## config.mk

```make
export PLATFORM = sky130hd
export DESIGN_NAME = sca_feature_extractor
export DESIGN_NICKNAME = d
export VERILOG_FILES = /design/src/rtl/sca_feature_pkg.sv /design/src/rtl/sca_feature_extractor_popcount.sv /design/src/rtl/sca_feature_extractor.sv
export SDC_FILE = /design/constraint.sdc
export NUM_CORES = 1
export LEC_CHECK = 0
export CAP_MARGIN = 20
export CELL_PAD_IN_SITES_DETAIL_PLACEMENT = 2
export CELL_PAD_IN_SITES_GLOBAL_PLACEMENT = 2
export CORE_MARGIN = 4
export CORE_UTILIZATION = 40
export DETAILED_ROUTE_END_ITERATION = 8
export GPL_TIMING_DRIVEN = 0
export MAX_ROUTING_LAYER = met4
export PLACE_DENSITY = 0.94
export SYNTH_ARGS = -nofsm -noshare
export SYNTH_HDL_FRONTEND = slang
export SYNTH_HIERARCHICAL = 1
export SYNTH_SLANG_ARGS = --single-unit
```

## constraint.sdc

```tcl
create_clock -name clk -period 7 [get_ports clk]
set_input_delay 1.05 -clock clk [delete_from_list [all_inputs] [get_ports clk]]
set_output_delay 1.05 -clock clk [all_outputs]
set_load 0.01 [all_outputs]
```

## src/rtl/sca_feature_pkg.sv

```systemverilog
// Feature widths and state encoding shared by the feature extractor and the fuzzy detector FSM.
// Pure declarations: no latency, no flow control.
package sca_feature_pkg;

  localparam int ENERGY_W   = 10;
  localparam int PEAK_W     = 10;
  localparam int MEAN_W     = 10;
  localparam int HAM_W      = 8;
  localparam int ENERGY_MAX = 1023;

  typedef enum logic {
    S_ACC = 1'b0,
    S_OUT = 1'b1
  } state_t;

endpackage

```

## src/rtl/sca_feature_extractor_popcount.sv

```systemverilog
// Combinational population count of a W-bit word.
// Latency 0; no flow control.
module popcount #(
  parameter int W = 16
) (
  input  logic [W-1:0]               din,
  output logic [$clog2(W+1)-1:0]     cnt
);

  localparam int CW = $clog2(W + 1);

  always_comb begin
    cnt = '0;
    for (int i = 0; i < W; i++) begin
      cnt = cnt + CW'(din[i]);
    end
  end

endmodule

```

## src/rtl/sca_feature_extractor.sv

```systemverilog
// Reduces each window of 2^WIN_LOG2 power samples to energy/peak/mean/Hamming features.
// Latency 1 cycle after the last sample; s_ready is low while a feature set waits for feat_ready.
module sca_feature_extractor
  import sca_feature_pkg::*;
#(
  parameter int SAMPLE_W     = 8,
  parameter int DATA_W       = 16,
  parameter int WIN_LOG2     = 4,
  parameter int ENERGY_SHIFT = 8
) (
  input  logic                clk,
  input  logic                rst,
  input  logic                s_valid,
  output logic                s_ready,
  input  logic [SAMPLE_W-1:0] s_sample,
  input  logic [DATA_W-1:0]   s_data,
  output logic                feat_valid,
  input  logic                feat_ready,
  output logic [ENERGY_W-1:0] energy,
  output logic [PEAK_W-1:0]   peak_power,
  output logic [MEAN_W-1:0]   mean_power,
  output logic [HAM_W-1:0]    hamming_dist,
  output logic                energy_sat
);

  localparam int SUM_W = SAMPLE_W + WIN_LOG2;
  localparam int SQ_W  = 2 * SAMPLE_W + WIN_LOG2;
  localparam int PC_W  = $clog2(DATA_W + 1);

  state_t              state;
  logic [WIN_LOG2-1:0] count;
  logic [SUM_W-1:0]    sum, sum_nx, mean_full;
  logic [SQ_W-1:0]     sumsq, sumsq_nx, sq_shift;
  logic [SAMPLE_W-1:0] peak, peak_nx;
  logic [DATA_W-1:0]   last_word, prev_word, ham_in;
  logic [PC_W-1:0]     pc;
  logic                accept, sat;

  assign s_ready    = (state == S_ACC) && !rst;
  assign feat_valid = (state == S_OUT);
  assign accept     = s_valid && s_ready;

  // Next-accumulator values fold in the current sample so the final sample
  // of a window lands directly in the registered features.
  always_comb begin
    sum_nx    = sum + SUM_W'(s_sample);
    sumsq_nx  = sumsq + SQ_W'(s_sample) * SQ_W'(s_sample);
    peak_nx   = (s_sample > peak) ? s_sample : peak;
    sq_shift  = sumsq_nx >> ENERGY_SHIFT;
    mean_full = sum_nx >> WIN_LOG2;
    sat       = (sq_shift > SQ_W'(ENERGY_MAX));
    ham_in    = s_data ^ prev_word;
  end

  popcount #(.W(DATA_W)) u_popcount (
    .din (ham_in),
    .cnt (pc)
  );

  always_ff @(posedge clk or posedge rst) begin
    if (rst) begin
      state        <= S_ACC;
      count        <= '0;
      sum          <= '0;
      sumsq        <= '0;
      peak         <= '0;
      last_word    <= '0;
      prev_word    <= '0;
      energy       <= '0;
      peak_power   <= '0;
      mean_power   <= '0;
      hamming_dist <= '0;
      energy_sat   <= 1'b0;
    end else begin
      case (state)
        S_ACC: begin
          if (accept) begin
            count     <= count + WIN_LOG2'(1);
            sum       <= sum_nx;
            sumsq     <= sumsq_nx;
            peak      <= peak_nx;
            last_word <= s_data;
            if (count == '1) begin
              state        <= S_OUT;
              energy       <= sat ? ENERGY_W'(ENERGY_MAX) : ENERGY_W'(sq_shift);
              energy_sat   <= sat;
              peak_power   <= PEAK_W'(peak_nx);
              mean_power   <= MEAN_W'(mean_full);
              hamming_dist <= HAM_W'(pc);
            end
          end
        end
        S_OUT: begin
          if (feat_ready) begin
            state     <= S_ACC;
            count     <= '0;
            sum       <= '0;
            sumsq     <= '0;
            peak      <= '0;
            prev_word <= last_word;
          end
        end
        default: begin
          state <= S_ACC;
          count <= '0;
          sum   <= '0;
          sumsq <= '0;
          peak  <= '0;
        end
      endcase
    end
  end

endmodule

```

Word-level counts from Yosys, hierarchy flattened:

Index checks and enable logic that the tools add are counted.

* add/sub/neg operators: 18
* multipliers: 1
* $lt $le $gt $ge: 2
* eq/ne operators: 3
* multiplexer cells: 18
* bitwise operators: 2
* reductions and logical operators: 7

Operators with widths (count)
* $add A5 B1 Y5: 14
* $mux W20: 2
* $pmux W20 S2: 1
* $mux W12: 2
* $mux W8: 3
* $pmux W12 S2: 1
* $add A20 B16 Y20: 1
* $mul A8 B8 Y16: 1
* $pmux W8 S2: 1
* $xor A16 B16 Y16: 1
* $add A12 B8 Y12: 1
* $gt A12 B10 Y1 const B: 1
* $mux W10: 1
* $gt A8 B8 Y1: 1
* $mux W4: 2
* $pmux W4 S2: 1
* $reduce_and A2 Y1: 3
* $add A4 B1 Y4 const B: 1
* $eq A4 B4 Y1 const B: 1
* $ne A2 B2 Y1 const B: 2
* $mux W1: 3
* $reduce_and A3 Y1: 1
* $add A1 B1 Y2: 1
* $logic_and A1 B1 Y1: 2
* 3 further kinds: 3

* bits in registers: 109
* output and inout port bits: 41
* logic and storage cells: 63

Logic depth before layout (Yosys ltp):

* depth in word-level cells: 16
* mapped depth: 21

Cells and area by module:

Netlist, hierarchy kept.

By module, submodules not included
* sca_feature_extractor: instances 1, cells each 774, area each 7293.2 um2
* popcount: instances 1, cells each 41, area each 385.4 um2

Least setup slack after synthesis:

Ideal clock, no wire load.

* path kind: input to register
* from: input s_sample[5]
* to: register energy[3]
* arrival time: 5405 ps
* required time: 6870 ps
* setup slack: 1465 ps
* stages: 19
* buffers on the path: 3
* cell sequence: clkbuf_1 inv_1 nor2_1 fa_1 fa_1 fa_1 inv_1 fa_1 inv_1 ha_1 clkbuf_1 a21oi_2 o211ai_1 a21oi_1 a31oi_2 xor2_1 nor4_2 buf_4 a31oi_1

* word-level cells in the longest chain between the ends: 4

RTL lines
* start, declared: line sca_feature_extractor.sv:15 `input logic [SAMPLE_W-1:0] s_sample,`
* $mul A8 B8 Y16 *: line sca_feature_extractor.sv:47 `sumsq_nx = sumsq + SQ_W'(s_sample) * SQ_W'(s_sample);`
* $add A20 B16 Y20 *: line sca_feature_extractor.sv:47
* $gt A12 B10 Y1: line sca_feature_extractor.sv:51 `sat = (sq_shift > SQ_W'(ENERGY_MAX));`
* $mux W10 *: line sca_feature_extractor.sv:85 `energy <= sat ? ENERGY_W'(ENERGY_MAX) : ENERGY_W'(sq_shift);`
* end signal, assigned: line sca_feature_extractor.sv:85
* end, declared: line sca_feature_extractor.sv:19 `output logic [ENERGY_W-1:0] energy,`

Mark *: on every way between the ends. The rest lies on a longest branch, timed or not.
A chain may end at the register's enable or synchronous reset.

Final worst setup path:

* from: input s_sample[6]
* to: register energy[2]

The elaborated chain is that of the path after synthesis.

==> reports/qor.txt <==
height of the die: 147 um
stages on the worst setup path: 20
maximum number of pins on one net before global-route repair: 57
detailed router's first-iteration violation count: 258
Worst path slowest cell: clkdlybuf4s50_1
transition at the pin with the smallest max-transition slack: 1.06 ns
clk slew on worst S/H paths: 0.07 ns
depth of the worst register-to-register path: 15
critical path required time: 7.23 ns
number of synthesized flops with an enable pin: 0
endpoints failing hold: 0
top cells by area, synth: dfrtp_1 36%, fa_1 13%, ha_1 10%
count of yosys warnings during synthesis: 6
critical register-to-register path endpoint: energy[2]
clock sink count: 109
crit path buf inv count: 7
maximum number of buffers from clock root to sink: 2
Most Frequent Cell on Critical Path: inv_1
post-synthesis instance total: 815
total global routing overflow: 0
kind of end point of the critical path: flip-flop
critical path arrival: 6.90 ns
HPWL after DPL: 19.8 mm
drt total wl: 26.9 mm
final count of pins violating max slew: 0
startpoint class of the critical path: primary input
setup-violating endpoint count in the final report: 0
Floorplan Core Area: 0.0188 mm^2
Max Fanout on Critical Path: 10
gpl congestion: 0.815
post-synthesis async set-or-reset flop share: 1.00
Power Dens Cells: 454 mW/mm^2
reg-to-reg critical path startpoint: sumsq[6]
cell area after synthesis: 0.00768 mm^2
TritonCTS buffer count: 9
flip-flop cell with the highest count after synthesis: dfrtp_1
ratio of cells with drive above 1 in the final layout: 0.0645
global-route wire length before repair: 42.7 mm
IO buf count: 61
Avg Synthesized Cell Area: 9.42 um^2
slew margin rel.: 0.293
number of levels in the clock H-tree: 3
layout net count: 1034
leakage: 4.52 nW
unrepaired setup endpoints after global routing: false
insertion delay of the later-clocked pin in the worst-skew pair: 0.37 ns
Max Freq: 150 MHz
Synth area leader: dfrtp_1
post-DR wirelength/cell: 23.7 um
top library cells by usage in the layout, fill and taps aside: 130 x nand2_1, 111 x inv_1, 109 x dfrtp_1
final antenna-violating net count: 0
worst clock skew: 0.0185 ns
post-route setup TNS: 0 ns
R2R Setup Slk: 2.00 ns
dominant delay contributor by cell family on the critical path: adder cells
Cell Chain, Critical Path: clkdlybuf4s50_1, inv_1, nor2_1, inv_1, fa_1, fa_1, inv_1, fa_1, inv_1, fa_1, inv_1, ha_1, o211ai_1, a21oi_2, a211oi_2, o21a_4, nor3_1, nor4_2, buf_4, a31oi_1
number of max-cap violations: 0
drt via density: 5.46
antenna violations before repair: 0
global-route usage over all layers: 0.265
Site Rows: 50
number of design rule violations left after detail routing: 0
portion of the clock cycle consumed by the worst path in the final layout: 0.953
number of iterations in the first detailed-routing pass: 4
TritonCTS clock tree: yes
clock root buffer: clkbuf_16
worst setup path class: primary input to flip-flop
vias after detailed routing: 6191
CP startpoint: s_sample[6]
result of the run: finished clean
maximum VDD drop: 206 uV
die extent in x: 147 um
number of diodes added for antenna fixing: 0
post-route total power: 4.05 mW
via count of the first global-routing pass: 7406
starting utilization of the core area: 0.409
layout overhead on the synthesized area: 16.3%
Unique masters post-synth: 48
classification of the worst-slack hold path: flip-flop to flip-flop
floorplan die area: 0.0215 mm^2
most frequent standard cell in the layout excluding fill and tap cells: nand2_1
register area share after synthesis: 0.355
final critical-path required period: 6.67 ns
longest individual stage delay on the worst path: 0.77 ns
share of the synthesized area in the top cell type: 0.355
number of primary I/O pins: 69
capturing element of the worst setup path: energy[2]
Post-CTS Hold Fix Bufs: 0
synthesized flop and latch total: 109
## flip-flops by register name (all words and copies together) (netlist names), 4 cells and up
register / flops
peak: 8
hamming_dist: 5
peak_power: 8
prev_word: 16
count: 4
sum: 12
last_word: 16
mean_power: 8
sumsq: 20
energy: 10
## cell usage after synthesis (all sizes together), types with 2 or more instances
master  instances
a211oi          2
a21o           11
a21oi          26
a31oi          14
and2            7
and3            3
buf            14
clkbuf         25
dfrtp         109
fa             48
ha             64
inv           112
mux2           16
mux2i          16
nand2         130
nand3          31
nand4           5
nor2           39
nor2b           5
nor3            3
o211ai          4
o21a            7
o21ai          55
o21bai          2
o31ai           2
or3             3
or4             2
xnor2          18
xor2           30
## metrics by stage
stage	area, um^2	utilization	cells	setup WS (ns)	hold WS (ns)
global placement	8600	0.458	1116	-0.0320	0.454
detailed placement	8640	0.460	1117	-0.260	0.463
floorplan	7700	-	821	1.46	0.442
global route	8930	0.476	1133	0.0243	0.509
finish	8930	0.476	1133	0.332	0.484
CTS	8920	0.475	1133	0.0140	0.484
## per-layer routing
layer  wire (um)  track usage  up-vias
met5           0            -        -
met4         922        0.109        0
met3         870       0.0397       55
met2       14400        0.474      151
met1       10700        0.296     3208
li1            -            -     2777
## worst min-delay path: stages, from the launching register on
cell	delay, ns
dfrtp_1	0.35
nand2_1	0.05
o21ai_0	0.06
## power by group
part           internal, mW  switching, mW  total [mW]
Combinational          1.01           1.57        2.58
Clock                 0.256          0.269       0.525
Sequential            0.804          0.142       0.945
Total                  2.07           1.98        4.05
## cell type report
type / instances / area [um^2]
inverter: 112 / 425
fill: 2021 / 9840
timing repair buffer: 62 / 641
sequential: 109 / 2730
tap: 234 / 293
clock buffer: 11 / 243
clock inverter: 5 / 43.8
buffer: 39 / 185
multi-input combinational: 561 / 4370
## how the worst min path moves through the flow
stage / to / slack (ns) / cells after the start / startpoint
floorplan: last_word[0] / 0.44 / 2 / last_word[0]
global placement: last_word[5] / 0.45 / 2 / last_word[5]
detailed placement: last_word[13] / 0.46 / 2 / last_word[13]
CTS: last_word[13] / 0.48 / 2 / last_word[13]
global route: last_word[6] / 0.51 / 2 / last_word[6]
finish: mean_power[5] / 0.48 / 2 / mean_power[5]
## repair_timing
item,in CTS,in global routing
endpoints found under the setup margin,0,12
gates resized for setup,0,4
buffers inserted,0,0
## kinds of logic after synthesis
family / synth area share
other cells: 0.000488
xor+xnor: 0.0547
buf+inv: 0.0787
simple gates: 0.131
compound gates: 0.106
mux: 0.0443
flops: 0.355
fa+ha+maj: 0.229
Note: power is estimated with default switching activity, not from simulation.
